$ cat src/rtl/dmem_access_stage.sv
// Memory-access stage after the MMU: one load/store in flight over a cached or uncached valid/ready port.
// Optional macro DMEM_ALIGN_CHECK_EN turns misaligned half/word accesses into address-error exceptions.
module dmem_access_stage #(
    parameter int         PADDR_W  = 32,
    parameter logic [4:0] EXC_ADEL = 5'd4,
    parameter logic [4:0] EXC_ADES = 5'd5
) (
    input  logic               clk,
    input  logic               resetn,
    input  logic               req_valid,
    input  logic               req_we,
    input  logic [1:0]         req_size,
    input  logic               req_signed,
    input  logic [31:0]        req_wdata,
    input  logic [PADDR_W-1:0] mmu_paddr,
    input  logic [31:0]        mmu_vaddr,
    input  logic               mmu_uncached,
    input  logic               mmu_illegal,
    input  logic               tlb_ex,
    input  logic [4:0]         tlb_exccode,
    input  logic               flush,
    output logic               busy,
    output logic               c_req_valid,
    output logic               uc_req_valid,
    input  logic               c_req_ready,
    input  logic               uc_req_ready,
    output logic [PADDR_W-1:0] bus_addr,
    output logic               bus_we,
    output logic [3:0]         bus_wstrb,
    output logic [31:0]        bus_wdata,
    input  logic               resp_valid,
    input  logic [31:0]        resp_rdata,
    output logic               wb_valid,
    output logic [31:0]        wb_rdata,
    output logic               ex_valid,
    output logic [4:0]         ex_code,
    output logic [31:0]        ex_badvaddr
);

    typedef enum logic [1:0] {S_IDLE, S_REQ, S_RESP, S_DRAIN} state_e;

    state_e             state_q, state_d;
    logic               uc_q, uc_d;
    logic [PADDR_W-1:0] addr_q, addr_d;
    logic               we_q, we_d;
    logic [3:0]         wstrb_q, wstrb_d;
    logic [31:0]        wdata_q, wdata_d;
    logic [1:0]         size_q, size_d;
    logic               signed_q, signed_d;
    logic [1:0]         off_q, off_d;
    logic               wb_valid_q, wb_valid_d;
    logic [31:0]        wb_rdata_q, wb_rdata_d;
    logic               ex_valid_q, ex_valid_d;
    logic [4:0]         ex_code_q, ex_code_d;
    logic [31:0]        ex_badvaddr_q, ex_badvaddr_d;

    logic [1:0]  eff_off;
    logic [3:0]  req_wstrb;
    logic [31:0] req_wdata_lane;
    logic        misaligned;
    logic        addr_err;
    logic        sel_ready;
    logic [31:0] shifted;
    logic [31:0] load_data;

    // Misaligned offsets are truncated to the access size when not trapped.
    always_comb begin
        eff_off        = 2'b00;
        req_wstrb      = 4'hF;
        req_wdata_lane = req_wdata;
        case (req_size)
            2'd0: begin
                eff_off        = mmu_paddr[1:0];
                req_wstrb      = 4'b0001 << mmu_paddr[1:0];
                req_wdata_lane = {4{req_wdata[7:0]}};
            end
            2'd1: begin
                eff_off        = {mmu_paddr[1], 1'b0};
                req_wstrb      = 4'b0011 << {mmu_paddr[1], 1'b0};
                req_wdata_lane = {2{req_wdata[15:0]}};
            end
            default: ;
        endcase
    end

`ifdef DMEM_ALIGN_CHECK_EN
    assign misaligned = ((req_size == 2'd1) && mmu_vaddr[0]) ||
                        (req_size[1] && (mmu_vaddr[1:0] != 2'b00));
`else
    assign misaligned = 1'b0;
`endif

    assign addr_err  = misaligned || mmu_illegal;
    assign sel_ready = uc_q ? uc_req_ready : c_req_ready;

    assign shifted = resp_rdata >> {off_q, 3'b000};
    always_comb begin
        case (size_q)
            2'd0:    load_data = {{24{signed_q & shifted[7]}}, shifted[7:0]};
            2'd1:    load_data = {{16{signed_q & shifted[15]}}, shifted[15:0]};
            default: load_data = resp_rdata;
        endcase
    end

    always_comb begin
        state_d       = state_q;
        uc_d          = uc_q;
        addr_d        = addr_q;
        we_d          = we_q;
        wstrb_d       = wstrb_q;
        wdata_d       = wdata_q;
        size_d        = size_q;
        signed_d      = signed_q;
        off_d         = off_q;
        wb_valid_d    = 1'b0;
        wb_rdata_d    = wb_rdata_q;
        ex_valid_d    = 1'b0;
        ex_code_d     = ex_code_q;
        ex_badvaddr_d = ex_badvaddr_q;
        case (state_q)
            S_IDLE: begin
                if (req_valid && !flush) begin
                    if (addr_err || tlb_ex) begin
                        ex_valid_d    = 1'b1;
                        ex_code_d     = addr_err ? (req_we ? EXC_ADES : EXC_ADEL) : tlb_exccode;
                        ex_badvaddr_d = mmu_vaddr;
                    end else begin
                        state_d  = S_REQ;
                        uc_d     = mmu_uncached;
                        addr_d   = {mmu_paddr[PADDR_W-1:2], 2'b00};
                        we_d     = req_we;
                        wstrb_d  = req_wstrb;
                        wdata_d  = req_wdata_lane;
                        size_d   = req_size;
                        signed_d = req_signed;
                        off_d    = eff_off;
                    end
                end
            end
            S_REQ: begin
                // An accepted request still owes a response, so a flush must drain it.
                if (flush)
                    state_d = sel_ready ? S_DRAIN : S_IDLE;
                else if (sel_ready)
                    state_d = S_RESP;
            end
            S_RESP: begin
                if (resp_valid) begin
                    state_d = S_IDLE;
                    if (!flush) begin
                        wb_valid_d = 1'b1;
                        wb_rdata_d = we_q ? 32'd0 : load_data;
                    end
                end else if (flush) begin
                    state_d = S_DRAIN;
                end
            end
            S_DRAIN: begin
                if (resp_valid)
                    state_d = S_IDLE;
            end
            default: state_d = S_IDLE;
        endcase
    end

    always_ff @(posedge clk or negedge resetn) begin
        if (!resetn) begin
            state_q       <= S_IDLE;
            uc_q          <= 1'b0;
            addr_q        <= '0;
            we_q          <= 1'b0;
            wstrb_q       <= 4'd0;
            wdata_q       <= 32'd0;
            size_q        <= 2'd0;
            signed_q      <= 1'b0;
            off_q         <= 2'd0;
            wb_valid_q    <= 1'b0;
            wb_rdata_q    <= 32'd0;
            ex_valid_q    <= 1'b0;
            ex_code_q     <= 5'd0;
            ex_badvaddr_q <= 32'd0;
        end else begin
            state_q       <= state_d;
            uc_q          <= uc_d;
            addr_q        <= addr_d;
            we_q          <= we_d;
            wstrb_q       <= wstrb_d;
            wdata_q       <= wdata_d;
            size_q        <= size_d;
            signed_q      <= signed_d;
            off_q         <= off_d;
            wb_valid_q    <= wb_valid_d;
            wb_rdata_q    <= wb_rdata_d;
            ex_valid_q    <= ex_valid_d;
            ex_code_q     <= ex_code_d;
            ex_badvaddr_q <= ex_badvaddr_d;
        end
    end

    assign busy         = (state_q != S_IDLE);
    assign c_req_valid  = (state_q == S_REQ) && !uc_q;
    assign uc_req_valid = (state_q == S_REQ) && uc_q;
    assign bus_addr     = addr_q;
    assign bus_we       = we_q;
    assign bus_wstrb    = wstrb_q;
    assign bus_wdata    = wdata_q;
    assign wb_valid     = wb_valid_q;
    assign wb_rdata     = wb_rdata_q;
    assign ex_valid     = ex_valid_q;
    assign ex_code      = ex_code_q;
    assign ex_badvaddr  = ex_badvaddr_q;

endmodule
$ cat config.mk
export PLATFORM = sky130hd
export DESIGN_NAME = dmem_access_stage
export DESIGN_NICKNAME = d
export VERILOG_FILES = /design/src/rtl/dmem_access_stage.sv
export SDC_FILE = /design/constraint.sdc
export NUM_CORES = 1
export LEC_CHECK = 0
export ABC_AREA = 0
export CORE_ASPECT_RATIO = 0.7
export CORE_MARGIN = 3
export CORE_UTILIZATION = 40
export CTS_CLUSTER_SIZE = 14
export DETAILED_ROUTE_END_ITERATION = 8
export PLACE_DENSITY = 0.87
export RECOVER_POWER = 100
export SLEW_MARGIN = 20
export SYNTH_ARGS = -nofsm -noshare
export SYNTH_HDL_FRONTEND = slang
export SYNTH_SLANG_ARGS = --single-unit
$ cat constraint.sdc
create_clock -name clk -period 3.2 [get_ports clk]
set_input_delay 0.8 -clock clk [delete_from_list [all_inputs] [get_ports clk]]
set_output_delay 0.8 -clock clk [all_outputs]
set_load 0.05 [all_outputs]
==> load_flow_metrics.sql, run 1 <==
INSERT INTO impl_metrics (metric_group, metric, value, unit) VALUES
('run_status', 'status', 'completed', ''),
('die', 'die-area', '0.0177', 'mm^2'),
('sta', 'rsz0062_at_grt', 'false', ''),
('setup_path', 'data_required_time_of_the_critical_path', '2.40', 'ns'),
('yosys', 'number_of_enable_type_register_cells_in_the_synthesized_netlist', '0', ''),
('yosys', 'synthTopCellsByArea', 'sky130_fd_sc_hd__dfrtp_1, sky130_fd_sc_hd__mux2_2, sky130_fd_sc_hd__mux2i_1, sky130_fd_sc_hd__o21ai_0, sky130_fd_sc_hd__a22oi_1', ''),
('setup_path', 'crit_chain', 'nand2b_1, nor2_1, dlygate4sd3_1', ''),
('sta', 'fmax', '349', 'MHz'),
('drt', 'route.detailed.wl_per_inst', '18.6', 'um'),
('power_and_ir_drop', 'power.clock.fraction', '0.173', ''),
('sta', 'fin_setup_tns', '0', 'ns'),
('die', 'std_cell_rows', '38', ''),
('clock_tree', 'cts.sinks', '146', ''),
('finish', 'area_delta_synth_final', '55.2', '%'),
('power_and_ir_drop', 'leakage_power', '0.00443', 'uW'),
('placed_design', 'dp_worst_setup_slack', '0.524', 'ns'),
('sta', 'period_needed', '2.87', 'ns'),
('yosys', 'postSynthCellCount', '542', ''),
('finish', 'final_util', '0.640', ''),
('die', 'initial_core_util', '0.412', ''),
('grt', 'grt_start_max_net_pins', '59', ''),
('yosys', 'synthDistinctLibCells', '41', ''),
('clock_tree', 'tritoncts', 'built', ''),
('yosys', 'post_synth.cell_area_avg', '11.9', 'um^2'),
('clock_tree', 'clk_root_buffer_cell', 'sky130_fd_sc_hd__clkbuf_16', ''),
('yosys', 'yosys-top-cells-count', 'sky130_fd_sc_hd__dfrtp_1, sky130_fd_sc_hd__mux2_2, sky130_fd_sc_hd__o21ai_0, sky130_fd_sc_hd__nand2_1, sky130_fd_sc_hd__mux2i_1', ''),
('clock_tree', 'hold_fix_buffer_count_after_cts', '0', ''),
('setup_path', 'timing.critical_path.max_delay_family', 'buffers and inverters', ''),
('finish', 'filler_cell_count', '1217', ''),
('power_and_ir_drop', 'combinationalPowerShare', '0.537', ''),
('sta', 'slew_headroom', '0.00223', ''),
('placed_design', 'post-place-cells', '1009', ''),
('yosys', 'synthesis.area', '0.00643', 'mm^2'),
('yosys', 'synthDominantAreaCellType', 'sky130_fd_sc_hd__dfrtp_1', ''),
('placed_design', 'hpwlAfterDp', '14.5', 'mm'),
('grt', 'grt_first_pass_wirelength', '30.4', 'mm'),
('yosys', 'yosys.cell_count.top_type', 'sky130_fd_sc_hd__dfrtp_1', ''),
('drt', 'detail_route.drc_violations', '0', ''),
('power_and_ir_drop', 'power.switching_fraction', '0.487', ''),
('die', 'die_width', '158', 'um'),
('yosys', 'ys_dominant_reg_cell', 'sky130_fd_sc_hd__dfrtp_1', ''),
('yosys', 'postSynth.asyncResetShare', '1.00', ''),
('setup_path', 'crit_fanout', '5', ''),
('sta', 'postLayoutSetupSlackWorst', '0.334', 'ns'),
('clock_tree', 'htree_num_levels', '4', ''),
('drt', 'first_iteration_detailed_routing_drc_count', '287', ''),
('finish', 'post_route_cells_drive_above_1_share', '0.151', ''),
('setup_path', 'worst_path_max_delay_cell', 'sky130_fd_sc_hd__dlygate4sd3_1', ''),
('clock_tree', 'cts_max_path_buffers', '2', ''),
('clock_tree', 'clk_pin_slew', '0.06', 'ns'),
('setup_path', 'worst_setup_path_end_kind', 'primary output', ''),
('die', 'fp.dieH', '112', 'um'),
('drt', 'num_vias', '5312', ''),
('die', 'num_io_pins', '290', ''),
('sta', 'worst-slew-pin-transition', '1.50', 'ns'),
('grt', 'grt_antenna_before_repair', '0', ''),
('setup_path', 'critical_path.startpoint_type', 'flop', ''),
('placed_design', 'placedInstanceArea', '0.00951', 'mm^2'),
('sta', 'period_share', '0.895', ''),
('sta', 'final-max-slew-violation-count', '0', ''),
('clock_tree', 'post_cts_buffers', '0', ''),
('drt', 'drt_first_pass_iters', '5', ''),
('placed_design', 'routabilityCongestion', '0.891', ''),
('sta', 'fin_worst_skew', '0.00920', 'ns'),
('drt', 'antenna_left', '0', ''),
('power_and_ir_drop', 'sequentialPowerShare', '0.290', ''),
('finish', 'fin_cells', '1041', ''),
('yosys', 'synth-seq-cells', '146', ''),
('clock_tree', 'cts_resized', '0', ''),
('sta', 'finalSetupViolCount', '0', ''),
('job', 'number_of_max_cap_violations', '0', '');
[final cells by class]
cell class,instances,area (um^2),share of cell area
inverter,8,30.0,0.00301
clock inverter,14,118,0.0118
multi-input combinational,353,2530,0.254
clock buffer,18,439,0.0440
timing repair buffer,302,2960,0.297
sequential,146,3650,0.366
tap,200,250,0.0251
[worst paths after layout]
path                                from        endpoint  slack (ns)  cells after the start
min in group asynchronous         resetn     wb_rdata[5]        0.74                      1
max in group asynchronous         resetn       size_q[1]        0.63                      2
setup / recovery              state_q[1]     c_req_valid        0.33                      3
hold / removal             bus_wdata[20]   bus_wdata[20]        0.47                      2
setup reg to reg              state_q[1]  ex_badvaddr[8]        0.95                      4
hold reg to reg            bus_wdata[20]   bus_wdata[20]        0.47                      2
[cell families (layout without fill, tap and decap cells)]
kind of cell    count (synthesis)  in the layout  share of synthesized area
buf+inv                        44            342                     0.0389
xor+xnor                        1              1                    0.00136
flops                         146            146                      0.568
mux                           113            113                      0.191
compound gates                114            114                      0.106
other cells                     1              2                   0.000583
simple gates                  123            123                     0.0946
[state kept, by name, indices dropped and copies added, names as in the netlist]
| signal | flops |
|---|---|
| bus_wstrb | 4 |
| bus_wdata | 32 |
| ex_code | 5 |
| wb_rdata | 32 |
| ex_badvaddr | 32 |
| wb_valid | 1 |
| size_q | 2 |
| off_q | 2 |
| bus_addr | 30 |
| signed_q | 1 |
| state_q | 2 |
| ex_valid | 1 |
| bus_we | 1 |
| uc_q | 1 |
[per-stage QoR]
step | hold slack, ns | power (uW)
floorplan | 0.481 | 7160
global placement | 0.458 | 9340
detailed placement | 0.465 | 9460
CTS | 0.380 | 11400
global route | 0.494 | 11500
finish | 0.471 | 10900
[placed cells by master (no fill, tap or decap), types with 7 or more instances in the layout]
cell and instances:
sky130_fd_sc_hd__inv_1 8, sky130_fd_sc_hd__a21oi_1 17, sky130_fd_sc_hd__dfrtp_1 146, sky130_fd_sc_hd__nand3_1 8
sky130_fd_sc_hd__mux2_2 74, sky130_fd_sc_hd__and2_1 8, sky130_fd_sc_hd__nand2_1 44, sky130_fd_sc_hd__o21ai_0 54
sky130_fd_sc_hd__mux2i_1 37, sky130_fd_sc_hd__dlygate4sd3_1 144, sky130_fd_sc_hd__buf_4 7, sky130_fd_sc_hd__clkdlybuf4s50_1 142
sky130_fd_sc_hd__nor2_1 33, sky130_fd_sc_hd__a22oi_1 24, sky130_fd_sc_hd__nand2b_1 10, sky130_fd_sc_hd__clkbuf_16 17
[tightest hold or removal path, stage by stage, from the launching register on]
cell and delay, ns:
sky130_fd_sc_hd__dfrtp_1 0.34, sky130_fd_sc_hd__nand2_1 0.04, sky130_fd_sc_hd__o21ai_0 0.05
[routing by layer]
| layer | wire (um) | track usage | part of all wire | vias up |
|---|---|---|---|---|
| li1 | - | - | - | 2492 |
| met1 | 8000 | 0.279 | 0.41 | 2565 |
| met2 | 9260 | 0.356 | 0.48 | 231 |
| met3 | 1850 | 0.0871 | 0.095 | 24 |
| met4 | 276 | 0.0480 | 0.014 | 0 |
| met5 | 0 | 0 | 0 | - |
[power by group through the flow]
stage | registers, uW | logic [uW] | clock network [uW]
floorplan | 5880 | 1280 | 0
global placement | 3200 | 6150 | 0
detailed placement | 3240 | 6220 | 0
CTS | 3220 | 6250 | 1940
global route | 3290 | 6170 | 2030
finish | 3170 | 5880 | 1890
Note: power is estimated with default switching activity, not from simulation.
==> run 2, diff against run 1 <==
--- a/config.mk
+++ b/config.mk
@@ -6,6 +6,7 @@
 export NUM_CORES = 1
 export LEC_CHECK = 0
 export ABC_AREA = 0
+export CAP_MARGIN = 20
 export CORE_ASPECT_RATIO = 0.7
 export CORE_MARGIN = 3
 export CORE_UTILIZATION = 40
==> results of run 2 <==
The final DEF is identical to that of run 1; final timing and power are the same.
